File: config.mk
export PLATFORM = sky130hd
export DESIGN_NAME = hazard_unit
export DESIGN_NICKNAME = d
export VERILOG_FILES = /design/src/rtl/hazard_unit.sv
export SDC_FILE = /design/constraint.sdc
export NUM_CORES = 1
export LEC_CHECK = 0
export ABC_AREA = 0
export CAP_MARGIN = 20
export CORE_MARGIN = 5
export CORE_UTILIZATION = 42
export DETAILED_ROUTE_END_ITERATION = 8
export GPL_ROUTABILITY_DRIVEN = 0
export GPL_TIMING_DRIVEN = 0
export PLACE_DENSITY = 0.8
export SYNTH_ARGS = -nofsm -noshare
export SYNTH_HDL_FRONTEND = slang
export SYNTH_SLANG_ARGS = --single-unit
File: constraint.sdc
create_clock -name CLK -period 2.7 [get_ports CLK]
set_input_delay 0.54 -clock CLK [delete_from_list [all_inputs] [get_ports CLK]]
set_output_delay 0.54 -clock CLK [all_outputs]
set_load 0.005 [all_outputs]
File: src/rtl/hazard_unit.sv
// Pipeline hazard detection: load-use and branch-on-load stalls, optional mult/div busy stall, stall counter.
// Latency: stall/flush outputs are combinational from the ID/EX/MEM fields; Busy starts the cycle after MulDivStart_E.
// Backpressure: STALL holds PC and IF/ID and bubbles ID/EX; a stalled taken branch does not flush IF/ID.
//
// Ports:
//   CLK, RESET                     rising-edge clock, synchronous active-high reset
//   RsAddr_D, RtAddr_D             source registers of the instruction in ID
//   RegDstAddr_E/_M, RegWriteEN_E/_M, MemToReg_E/_M   producer info in EX and MEM
//   Branch_D, BranchTaken_D        beq/bne in ID and its resolved direction
//   MulDivStart_E                  mult/div entering EX
//   STALL, StallF, StallD, FlushE  stall (all equal), FlushD taken-branch flush
//   Busy                           mult/div unit busy, StallCount saturating stall-cycle count
// Build option: define HAZARD_MULDIV_EN to include the mult/div busy state machine.

module hazard_unit #(
   parameter int MULDIV_CYCLES = 32   // busy length, legal range 2..64
) (
   input  logic        CLK,
   input  logic        RESET,
   input  logic [4:0]  RsAddr_D,
   input  logic [4:0]  RtAddr_D,
   input  logic [4:0]  RegDstAddr_E,
   input  logic [4:0]  RegDstAddr_M,
   input  logic        RegWriteEN_E,
   input  logic        RegWriteEN_M,
   input  logic        MemToReg_E,
   input  logic        MemToReg_M,
   input  logic        Branch_D,
   input  logic        BranchTaken_D,
   input  logic        MulDivStart_E,
   output logic        STALL,
   output logic        StallF,
   output logic        StallD,
   output logic        FlushE,
   output logic        FlushD,
   output logic        Busy,
   output logic [15:0] StallCount
);

   logic        lw_stall;
   logic        br_stall;
   logic        busy_raw;
   logic        stall_int;
   logic [15:0] stall_cnt_q;
   logic [15:0] stall_cnt_d;

   // Only loads need a stall; ALU results are covered by forwarding.
   // Register 0 is never a real dependency.
   always_comb begin
      lw_stall = MemToReg_E & RegWriteEN_E & (RegDstAddr_E != 5'd0) &
                 ((RegDstAddr_E == RsAddr_D) | (RegDstAddr_E == RtAddr_D));
      br_stall = Branch_D & MemToReg_M & RegWriteEN_M & (RegDstAddr_M != 5'd0) &
                 ((RegDstAddr_M == RsAddr_D) | (RegDstAddr_M == RtAddr_D));
   end

`ifdef HAZARD_MULDIV_EN
   typedef enum logic {ST_IDLE, ST_BUSY} state_t;

   localparam logic [5:0] CNT_LOAD = 6'(MULDIV_CYCLES - 1);

   state_t     state_q, state_d;
   logic [5:0] cnt_q, cnt_d;

   always_ff @(posedge CLK) begin
      if (RESET) begin
         state_q <= ST_IDLE;
         cnt_q   <= 6'd0;
      end else begin
         state_q <= state_d;
         cnt_q   <= cnt_d;
      end
   end

   // Counter runs MULDIV_CYCLES-1 down to 0, so BUSY lasts MULDIV_CYCLES cycles.
   // Starts seen while BUSY are dropped, never reloading the counter.
   always_comb begin
      state_d  = state_q;
      cnt_d    = cnt_q;
      busy_raw = 1'b0;
      case (state_q)
         ST_IDLE: begin
            if (MulDivStart_E) begin
               state_d = ST_BUSY;
               cnt_d   = CNT_LOAD;
            end
         end
         ST_BUSY: begin
            busy_raw = 1'b1;
            if (cnt_q == 6'd0) begin
               state_d = ST_IDLE;
            end else begin
               cnt_d = cnt_q - 6'd1;
            end
         end
         default: state_d = ST_IDLE;
      endcase
   end
`else
   logic unused_muldiv;

   assign busy_raw      = 1'b0;
   assign unused_muldiv = MulDivStart_E ^ (MULDIV_CYCLES > 64);
`endif

   // All hazard outputs are forced low while RESET is high.
   always_comb begin
      stall_int = ~RESET & (lw_stall | br_stall | busy_raw);
      STALL     = stall_int;
      StallF    = stall_int;
      StallD    = stall_int;
      FlushE    = stall_int;
      FlushD    = ~RESET & BranchTaken_D & ~stall_int;
      Busy      = ~RESET & busy_raw;

      stall_cnt_d = stall_cnt_q;
      if (stall_int && (stall_cnt_q != 16'hFFFF)) begin
         stall_cnt_d = stall_cnt_q + 16'd1;
      end
   end

   always_ff @(posedge CLK) begin
      if (RESET) begin
         stall_cnt_q <= 16'd0;
      end else begin
         stall_cnt_q <= stall_cnt_d;
      end
   end

   assign StallCount = stall_cnt_q;

endmodule

==> run_results.csv <==
group,metric,value,unit
cts,root_buffer,"clkbuf_4",
cts,postCtsHoldBufs,0,
timing,fin_crit_sh,99.3,%
yosys,avgSynthCellArea,8.07,µm²
power_and_ir_drop,powerDensity,286,nW/µm²
min_path,worstHoldPathCells,2,
cells_and_area,multi_input_area,825,µm²
setup_path,rrSetupSlack,0.37,ns
power_and_ir_drop,p_clk_share,31.7,%
drt,totalWireLength,3990,µm
yosys,synthFlopType,"dfxtp_1",
min_path,min_path_type,"reg -> reg",
die,start_util,43.1,%
setup_path,cp-start-kind,"input pin",
yosys,synth_edf_count,0,
setup_path,r2r-start,"StallCount[0]",
setup_path,r2r-end,"StallCount[2]",
setup_path,worstPathArrival,2.14,ns
die,die_y,63.0,µm
power_and_ir_drop,peakVddDrop,0.000256,V
drt,firstDrtPassIters,4,
cells_and_area,area.sequential,320,µm²
grt,grt_max_degree,11,
timing,hold_viol,0,
timing,max_freq,373,MHz
timing,relSlewSlack,62.8,%
power_and_ir_drop,pwr-share-seq,44.5,%
timing,finalSetupViolCount,0,
timing,fin_tns_setup,0,ns
yosys,synthArstFlopShare,0,%
timing,worst_slew_pin_slew,0.558,ns
yosys,ys_seq_elements,16,
timing,period_needed,2.68,ns
grt,met2_usage,30.6,%
power_and_ir_drop,finalPower,532,µW
cts,clk_pin_slew,0.10,ns
drt,via_count,1378,
cells_and_area,fillers,228,
timing,worst_clock_skew,0.00132,ns
die,core_area,2730,µm²
setup_path,cp-startpoint,"RegDstAddr_M[1]",
cells_and_area,drive_above_1_share,23.7,%
die,io_pins,51,
cells_and_area,final_nets,242,
die,rows,19,
min_path,hold_start,"StallCount[9]",
outcome,status,"finished, final reports clean",
grt,antenna_found_initial,0,
cells_and_area,n_antenna_cell,0,
cells_and_area,final_cell_mix,"clkdlybuf4s50_1, xor2_1, dfxtp_1, buf_4, a21oi_1",
grt,grt_pass1_wl,6180,µm
yosys,synthCells,146,
placed_design,io_buffers,47,
drt,wire_per_inst,16.5,µm
setup_path,cp.required,2.16,ns
cts,cts_buffers,3,
power_and_ir_drop,power.switching,146,µW
min_path,min_to,"StallCount[9]",
cells_and_area,layout_commonest_cell,"clkdlybuf4s50_1",
power_and_ir_drop,p_leak,0.691,nW
power_and_ir_drop,swShare,27.4,%
cts,worst_skew_pair.late_latency,0.30,ns
grt,grt_use_total,19.0,%
power_and_ir_drop,combinationalPowerShare,23.8,%
drt,via_per_inst,5.69,
grt,overflow,0,
timing,final-max-slew-violation-count,0,
yosys,ys_seq_area_share,27.2,%
cts,htreeDepth,1,
cells_and_area,postLayoutCoreUtil,68.1,%
grt,grtUsageMet3,4.50,%
die,die_area,3970,µm²
grt,grt_pass1_vias,1322,
cells_and_area,largest_register_ff_count,16,
yosys,synth_cell_types,38,
grt,grt.busiest_layer,"met2",
drt,drc,0,
cts,cts_buffer_depth,2,
setup_path,crit_fanout,4,
cells_and_area,syn_to_final_growth,57.9,%
yosys,synth_fp_nets,176,
run,drv_cap,0,
grt,grt_use_met1,25.3,%
drt,ant_nets,0,
setup_path,r2r_cells,8,
timing,hold_ws,0.505,ns
power_and_ir_drop,p_int,386,µW
yosys,netlist_area,1180,µm²
cts,numClockSinks,16,
drt,dr.first_iter.drc_count,94,
cts,cts_tree,"yes",
die,die_w,63.0,µm
placed_design,post-dp-hpwl,2770,µm
setup_path,criticalPathCategory,"in -> out",
yosys,yosysWarnings,0,
setup_path,end_kind,"primary output",
timing,rsz0062_at_grt,"yes",
-- routing by layer --
metal  up-vias  wire (µm)  share of wire (%)
li1        670          -                  -
met5         -          0                  0
met2        64       1970                 49
met4         0         56                1.4
met1       636       1670                 42
met3         8        297                7.4
-- through the flow --
stage          cell area (µm²)  worst slack (ns)  cells
2_1_floorplan             1180             0.195    146
4_1_cts                   1810           -0.0581    241
5_1_grt                   1860           -0.0802    242
3_3_place_gp              1690            -0.898    224
6_report                  1860            0.0176    242
3_5_place_dp              1690            -0.917    224
-- synth_stat cells (all sizes together) (2+ instances only) --
cell type / n / area [µm²]
buf: 10 / 76.3
xor2: 20 / 175
nand2b: 3 / 18.8
o31ai: 8 / 60.1
nor3: 6 / 35.0
or4: 10 / 75.1
a21oi: 15 / 75.1
inv: 4 / 15.0
o41ai: 2 / 17.5
nand2: 5 / 18.8
or4b: 2 / 20.0
o21ai: 4 / 20.0
nand4: 3 / 18.8
or3: 2 / 12.5
and3: 4 / 25.0
dfxtp: 16 / 320
nor2: 11 / 43.8
a22oi: 2 / 15.0
nand3: 6 / 30.0
-- worst max path at each step --
stage | cells after the start | slack [ns] | endpoint
5_1_grt | 9 | -0.08 | FlushD
4_1_cts | 8 | -0.06 | STALL
3_3_place_gp | 9 | -0.90 | StallD
3_5_place_dp | 9 | -0.92 | STALL
2_1_floorplan | 7 | 0.19 | STALL
6_report | 8 | 0.02 | FlushD
-- cell families after synthesis --
group	share of synthesized area (%)
adders and majority gates	1.06
DFF	27.2
buffers and inverters	8.07
other	0.318
xor gates and xnor gates	14.9
and+or+nand+nor	28.2
AOI/OAI and AO/OA	19.3
muxes	0.955
-- critical path, cell delays in order --
cell	delay, ns
buf_6	0.10
or4_4	0.54
o2111ai_4	0.24
o22a_1	0.21
buf_6	0.13
buf_6	0.11
and3_4	0.18
buf_6	0.09
-- timing repair --
item                                    in CTS  in global routing
pin swaps                                   10                  6
buffers inserted                            14                  1
endpoints found under the setup margin       5                  8
gates resized for setup                     58                 25
-- power by group through the flow --
stage / registers [mW] / clock network (mW) / logic (mW)
finish: 0.237 / 0.169 / 0.127
global route: 0.237 / 0.183 / 0.135
CTS: 0.237 / 0.169 / 0.112
detailed placement: 0.242 / 0 / 0.104
global placement: 0.242 / 0 / 0.102
floorplan: 0.242 / 0 / 0.0421
-- area by class of cell --
class,instances,area share [%]
multi-input combinational,115,44.3
timing repair buffer,62,29.1
sequential,16,17.2
buffer,10,4.51
tap,31,2.08
clock buffer,4,1.95
inverter,4,0.807
Power figures use the tool's default switching activity.
